==> src/rtl/clock_period_tracker.sv <==
// Measures the period of a recovered edge stream in sys cycles, locks after LOCK_COUNT consistent periods.
// Optional period averaging while locked: define SIR_CLKS_ALOT_PERIOD_AVG_EN.
package common_p;
   typedef struct packed {
      logic clk;
      logic rst_n;
   } clk_dom;
endpackage

module clock_period_tracker #(
   parameter int PERIOD_W   = 16,
   parameter int LOCK_COUNT = 4,
   parameter int TOLERANCE  = 2
) (
   input  common_p::clk_dom    sys_dom_i,
   input  logic                tracker_en_i,
   input  logic                edge_event_i,
   input  logic [PERIOD_W-1:0] timeout_cycles_i,
   input  logic                lost_clear_i,
   output logic [PERIOD_W-1:0] period_o,
   output logic                period_valid_o,
   output logic                locked_o,
   output logic                lost_o
);

   localparam logic [3:0]              LOCK_LAST = 4'(LOCK_COUNT - 1);
   localparam logic signed [PERIOD_W:0] TOL_S    = (PERIOD_W + 1)'(TOLERANCE);

   typedef enum logic [2:0] {S_IDLE, S_ARM, S_ACQUIRE, S_LOCKED, S_LOST} state_t;

   logic                clk;
   logic                rst_n;
   state_t              state_q, state_d;
   logic [PERIOD_W-1:0] cnt_q, cnt_d;
   logic [3:0]          match_q, match_d;
   logic [PERIOD_W-1:0] period_ref_q, period_ref_d;
   logic                first_q, first_d;
   logic [PERIOD_W-1:0] period_q, period_d;
   logic                valid_q, valid_d;
   logic                lost_q, lost_d;
   logic [PERIOD_W-1:0] meas;
   logic [PERIOD_W-1:0] locked_period;
   logic                hit;
   logic                timeout_hit;

   assign clk   = sys_dom_i.clk;
   assign rst_n = sys_dom_i.rst_n;

   function automatic logic [PERIOD_W-1:0] sat_inc(input logic [PERIOD_W-1:0] v);
      return (&v) ? v : v + 1'b1;
   endfunction

   // An all-ones measurement means the counter overflowed, so it can never be trusted as a match.
   function automatic logic within_tol(input logic [PERIOD_W-1:0] m, input logic [PERIOD_W-1:0] r);
      logic signed [PERIOD_W:0] diff;
      diff = signed'({1'b0, m}) - signed'({1'b0, r});
      if (diff[PERIOD_W]) diff = -diff;
      return !(&m) && (diff <= TOL_S);
   endfunction

   assign meas        = sat_inc(cnt_q);
   assign hit         = within_tol(meas, period_ref_q);
   assign timeout_hit = (timeout_cycles_i != '0) && (cnt_q == timeout_cycles_i);

`ifdef SIR_CLKS_ALOT_PERIOD_AVG_EN
   assign locked_period = PERIOD_W'(({1'b0, period_q} + {1'b0, meas}) >> 1);
`else
   assign locked_period = meas;
`endif

   always_ff @(posedge clk) begin
      if (!rst_n) begin
         state_q      <= S_IDLE;
         cnt_q        <= '0;
         match_q      <= '0;
         period_ref_q <= '0;
         first_q      <= 1'b0;
         period_q     <= '0;
         valid_q      <= 1'b0;
         lost_q       <= 1'b0;
      end else begin
         state_q      <= state_d;
         cnt_q        <= cnt_d;
         match_q      <= match_d;
         period_ref_q <= period_ref_d;
         first_q      <= first_d;
         period_q     <= period_d;
         valid_q      <= valid_d;
         lost_q       <= lost_d;
      end
   end

   always_comb begin
      state_d      = state_q;
      cnt_d        = cnt_q;
      match_d      = match_q;
      period_ref_d = period_ref_q;
      first_d      = first_q;
      period_d     = period_q;
      valid_d      = 1'b0;
      lost_d       = lost_q;
      // Clear first so a loss detected in the same cycle wins.
      if (lost_clear_i) lost_d = 1'b0;
      if (!tracker_en_i) begin
         state_d  = S_IDLE;
         cnt_d    = '0;
         match_d  = '0;
         period_d = '0;
      end else begin
         case (state_q)
            S_IDLE: state_d = S_ARM;
            S_ARM, S_LOST: begin
               if (edge_event_i) begin
                  cnt_d   = '0;
                  match_d = '0;
                  first_d = 1'b1;
                  state_d = S_ACQUIRE;
               end else begin
                  cnt_d = sat_inc(cnt_q);
               end
            end
            S_ACQUIRE, S_LOCKED: begin
               if (edge_event_i) begin
                  cnt_d = '0;
                  if (first_q) begin
                     period_ref_d = meas;
                     first_d      = 1'b0;
                  end else if (!hit) begin
                     state_d      = S_ACQUIRE;
                     match_d      = '0;
                     period_ref_d = meas;
                  end else if (state_q == S_LOCKED) begin
                     period_ref_d = meas;
                     period_d     = locked_period;
                     valid_d      = 1'b1;
                  end else begin
                     match_d  = match_q + 4'd1;
                     period_d = meas;
                     valid_d  = 1'b1;
                     if (match_d == LOCK_LAST) state_d = S_LOCKED;
                  end
               end else begin
                  cnt_d = sat_inc(cnt_q);
                  if (timeout_hit) begin
                     state_d = S_LOST;
                     lost_d  = 1'b1;
                  end
               end
            end
            default: state_d = S_IDLE;
         endcase
      end
   end

   always_comb begin
      period_o       = period_q;
      period_valid_o = valid_q;
      locked_o       = (state_q == S_LOCKED);
      lost_o         = lost_q;
   end

endmodule

==> config.mk <==
export PLATFORM = sky130hd
export DESIGN_NAME = clock_period_tracker
export DESIGN_NICKNAME = d
export VERILOG_FILES = /design/src/rtl/clock_period_tracker.sv
export SDC_FILE = /design/constraint.sdc
export NUM_CORES = 1
export LEC_CHECK = 0
export CAP_MARGIN = 5
export CORE_MARGIN = 4
export CORE_UTILIZATION = 60
export DETAILED_ROUTE_END_ITERATION = 10
export GPL_ROUTABILITY_DRIVEN = 0
export PLACE_DENSITY = 0.82
export SLEW_MARGIN = 0
export SYNTH_ARGS = -nofsm -noshare
export SYNTH_HDL_FRONTEND = slang
export SYNTH_SLANG_ARGS = --single-unit
==> constraint.sdc <==
create_clock -name sys_dom_i -period 14.89 [get_ports sys_dom_i]
set_input_delay 1.489 -clock sys_dom_i [delete_from_list [all_inputs] [get_ports sys_dom_i]]
set_output_delay 1.489 -clock sys_dom_i [all_outputs]
set_load 0.05 [all_outputs]
==> impl_results.md <==
* Antenna viol nets, final at 0
* DP HPWL at 9.48 mm
* Worst setup SP type: clock port
* Kind of critical path: clock port to flip-flop
* Final #Nets at 701
* Netlist Area Pre-Place at 4740 um2
* Io pins at 40
* Total GRT Usage at 0.305
* Pwr Total at 713 uW
* Post-synth EDFFs at 0
* TritonCTS clock tree: yes
* Die area at 9390 um2
* Commonest non-fill, non-tap cell in the layout: nor2_1
* Pre-Repair DR Iteration Count at 5
* Relative slew margins at 0.252
* Count of mapped cells out of synthesis at 623
* Area growth syn-to-layout at 17.4%
* Clock Latency Late Sink at 0.35 ns
* Min-Delay Path Class: clock port to flip-flop
* #FFs+latches synth at 58
* Antenna diodes at 0
* DRC at 0
* Sequential area share after synthesis at 0.245
* Chip Height at 96.9 um
* Syn. warnings at 0
* Pwr dens at 128 nW/um2
* DIE WIDTH at 96.9 um
* Wirelength, routed at 14.0 mm
* Max cap viols at 0
* Most frequent cells in the layout: nor2_1 (83), dfxtp_1 (58), nand2_1 (53)
* Library cells used by synthesis at 79
* Cell taking the most area after synthesis: dfxtp_1
* CP max stage cell: clkbuf_8
* Worst Path Arrival at 8.28 ns
* Fin Setup TNS at 0 ns
* Initial core utilization at 0.617
* Largest stage delay, worst path at 0.17 ns
* Crit path max fanout at 10
* Syn nets at 664
* Wire per inst at 18.1 um
* Slew Viols, Final at 0
* Largest net degree at the start of global routing at 22
* Std cell rows at 32
* Mean area per synthesized cell at 7.61 um2
* Layout cells sized above 1 at 0.0761
* Fin Hold WS at 0.00978 ns
* First-pass GRT wire length at 23.1 mm
* RSZ-0062 raised after global routing: no
* Overflow after GRT at 0
* Final hold violation count at 0
* PortBufs at 38
* Initial antenna violation count at 0
* Top cells by area, synth: dfxtp_1 (24%), nor2_1 (6.6%), mux2i_1 (6.5%)
* Cts-stage hold buffer count at 0
* Detailed Route Iter0 Violations at 435
* Clock-pin transition on the worst setup and hold timing paths at 0.07 ns
* # Post-CTS Setup Buffers at 0
* Maximum vdd drop at 0.0604 mV
* CP Capture Type: flip-flop
* Status: finished, final reports clean
* Post-synth ARST share at 0
* Worst-margin pin slew at 1.12 ns
* Clk_skew at 0.00820 ns
* Most frequent CP cell: clkbuf_8
* Critical path, cell by cell: clkbuf_8 -> clkbuf_8 -> nand2_1 -> clkbuf_8 -> clkbuf_8 -> a31oi_1 -> o21a_1
* Vias in the first global route at 5241
* Critical Path RT at 15.14 ns
* Avg Vias per Cell at 6.48
* Via count at 5000
* Predominant post-synthesis flop cell: dfxtp_1
* Post-synth top area share at 0.245
* Post_cts resized at 0
* Final setup fails at 0
* Leak at 2.18 nW
* Core area at 7690 um2
sequential cells by signal, summed over array words and instances (netlist names):
| signal | count |
|---|---|
| match_q | 4 |
| first_q | 1 |
| state_q | 3 |
| period_o | 16 |
| cnt_q | 16 |
| period_ref_q | 16 |
| period_valid_o | 1 |
| lost_o | 1 |
cell families after synthesis:
kind of cell | after synthesis | share of synthesized area
AND/OR/NAND/NOR | 260 | 0.278
XOR/XNOR | 31 | 0.0604
AO/OA/AOI/OAI | 152 | 0.225
adder cells (fa/ha/maj) | 20 | 0.0544
flip-flops | 58 | 0.245
buffers and inverters | 68 | 0.0641
multiplexers | 34 | 0.0726
per-stage QoR:
stage               std cells  worst slack, ns  area [um2]   util
CTS                       772             6.85        5570  0.724
floorplan                 623             6.79        4740      -
global placement          726             6.48        5060  0.659
finish                    772             6.85        5570  0.724
global route              772             6.82        5570  0.724
detailed placement        726             6.48        5060  0.659
path summary, 6_finish.rpt:
check	startpoint	end	slack (ns)	depth (start not counted)
worst max-delay path	sys_dom_i[0]	state_q[0]	6.85	7
worst min-delay path	sys_dom_i[0]	lost_o	0.01	3
worst max register to register	cnt_q[0]	period_o[14]	7.64	20
worst min register to register	period_ref_q[8]	period_ref_q[8]	0.47	2
report_power, final:
group	internal, mW	switching [mW]	leakage [nW]	total (mW)
Combinational	0.0910	0.140	1.31	0.231
Clock	0.183	0.134	0.406	0.317
Sequential	0.159	0.00619	0.467	0.165
critical path: cells and delay by family:
family / cells / cell delay [ns]
compound gates: 2 / 0.17
buf+inv: 4 / 0.58
simple gates: 1 / 0.08
layer usage:
layer | share of wire | routed length, um | track usage | vias to the layer above
li1 | - | - | - | 2343
met1 | 0.41 | 5750 | 0.347 | 2334
met2 | 0.47 | 6550 | 0.446 | 260
met3 | 0.082 | 1150 | 0.123 | 63
met4 | 0.040 | 554 | 0.248 | 0
met5 | 0 | 0 | 0 | -
synth_stat cells, types with 3 or more instances:
cell type  count
o21ai_0       21
and2_1         9
ha_1          19
a2bb2oi_1      3
a31oi_1        4
a22oi_1       16
o21a_1         6
mux2_2         3
inv_1         31
xor2_1         8
or3_1          6
nor2_1        83
xnor2_1       21
buf_2         10
o211ai_1       5
a211oi_1      11
a41oi_1        3
nor3b_1        4
a211o_1        3
and4_1         3
nor4_1        15
nand2b_1       6
clkbuf_1      21
o2bb2ai_1      3
and3_1         4
a21oi_1       33
nand2_1       53
nor2b_1        6
nand4_1       16
o22ai_1        6
o21bai_1       6
nand3_1       17
o211a_1        3
dfxtp_1       58
nor3_1        15
mux2i_1       31
or4_1          5
nand3b_1       4
layout make-up:
type | count | area, um2
multi-input cells | 497 | 3280
flip-flops and latches | 58 | 1160
clock inverters | 22 | 184
inverters | 30 | 113
clock buffers | 25 | 325
repair buffers | 38 | 380
fillers | 573 | 2120
well taps | 102 | 128
Note: power is estimated with default switching activity, not from simulation.
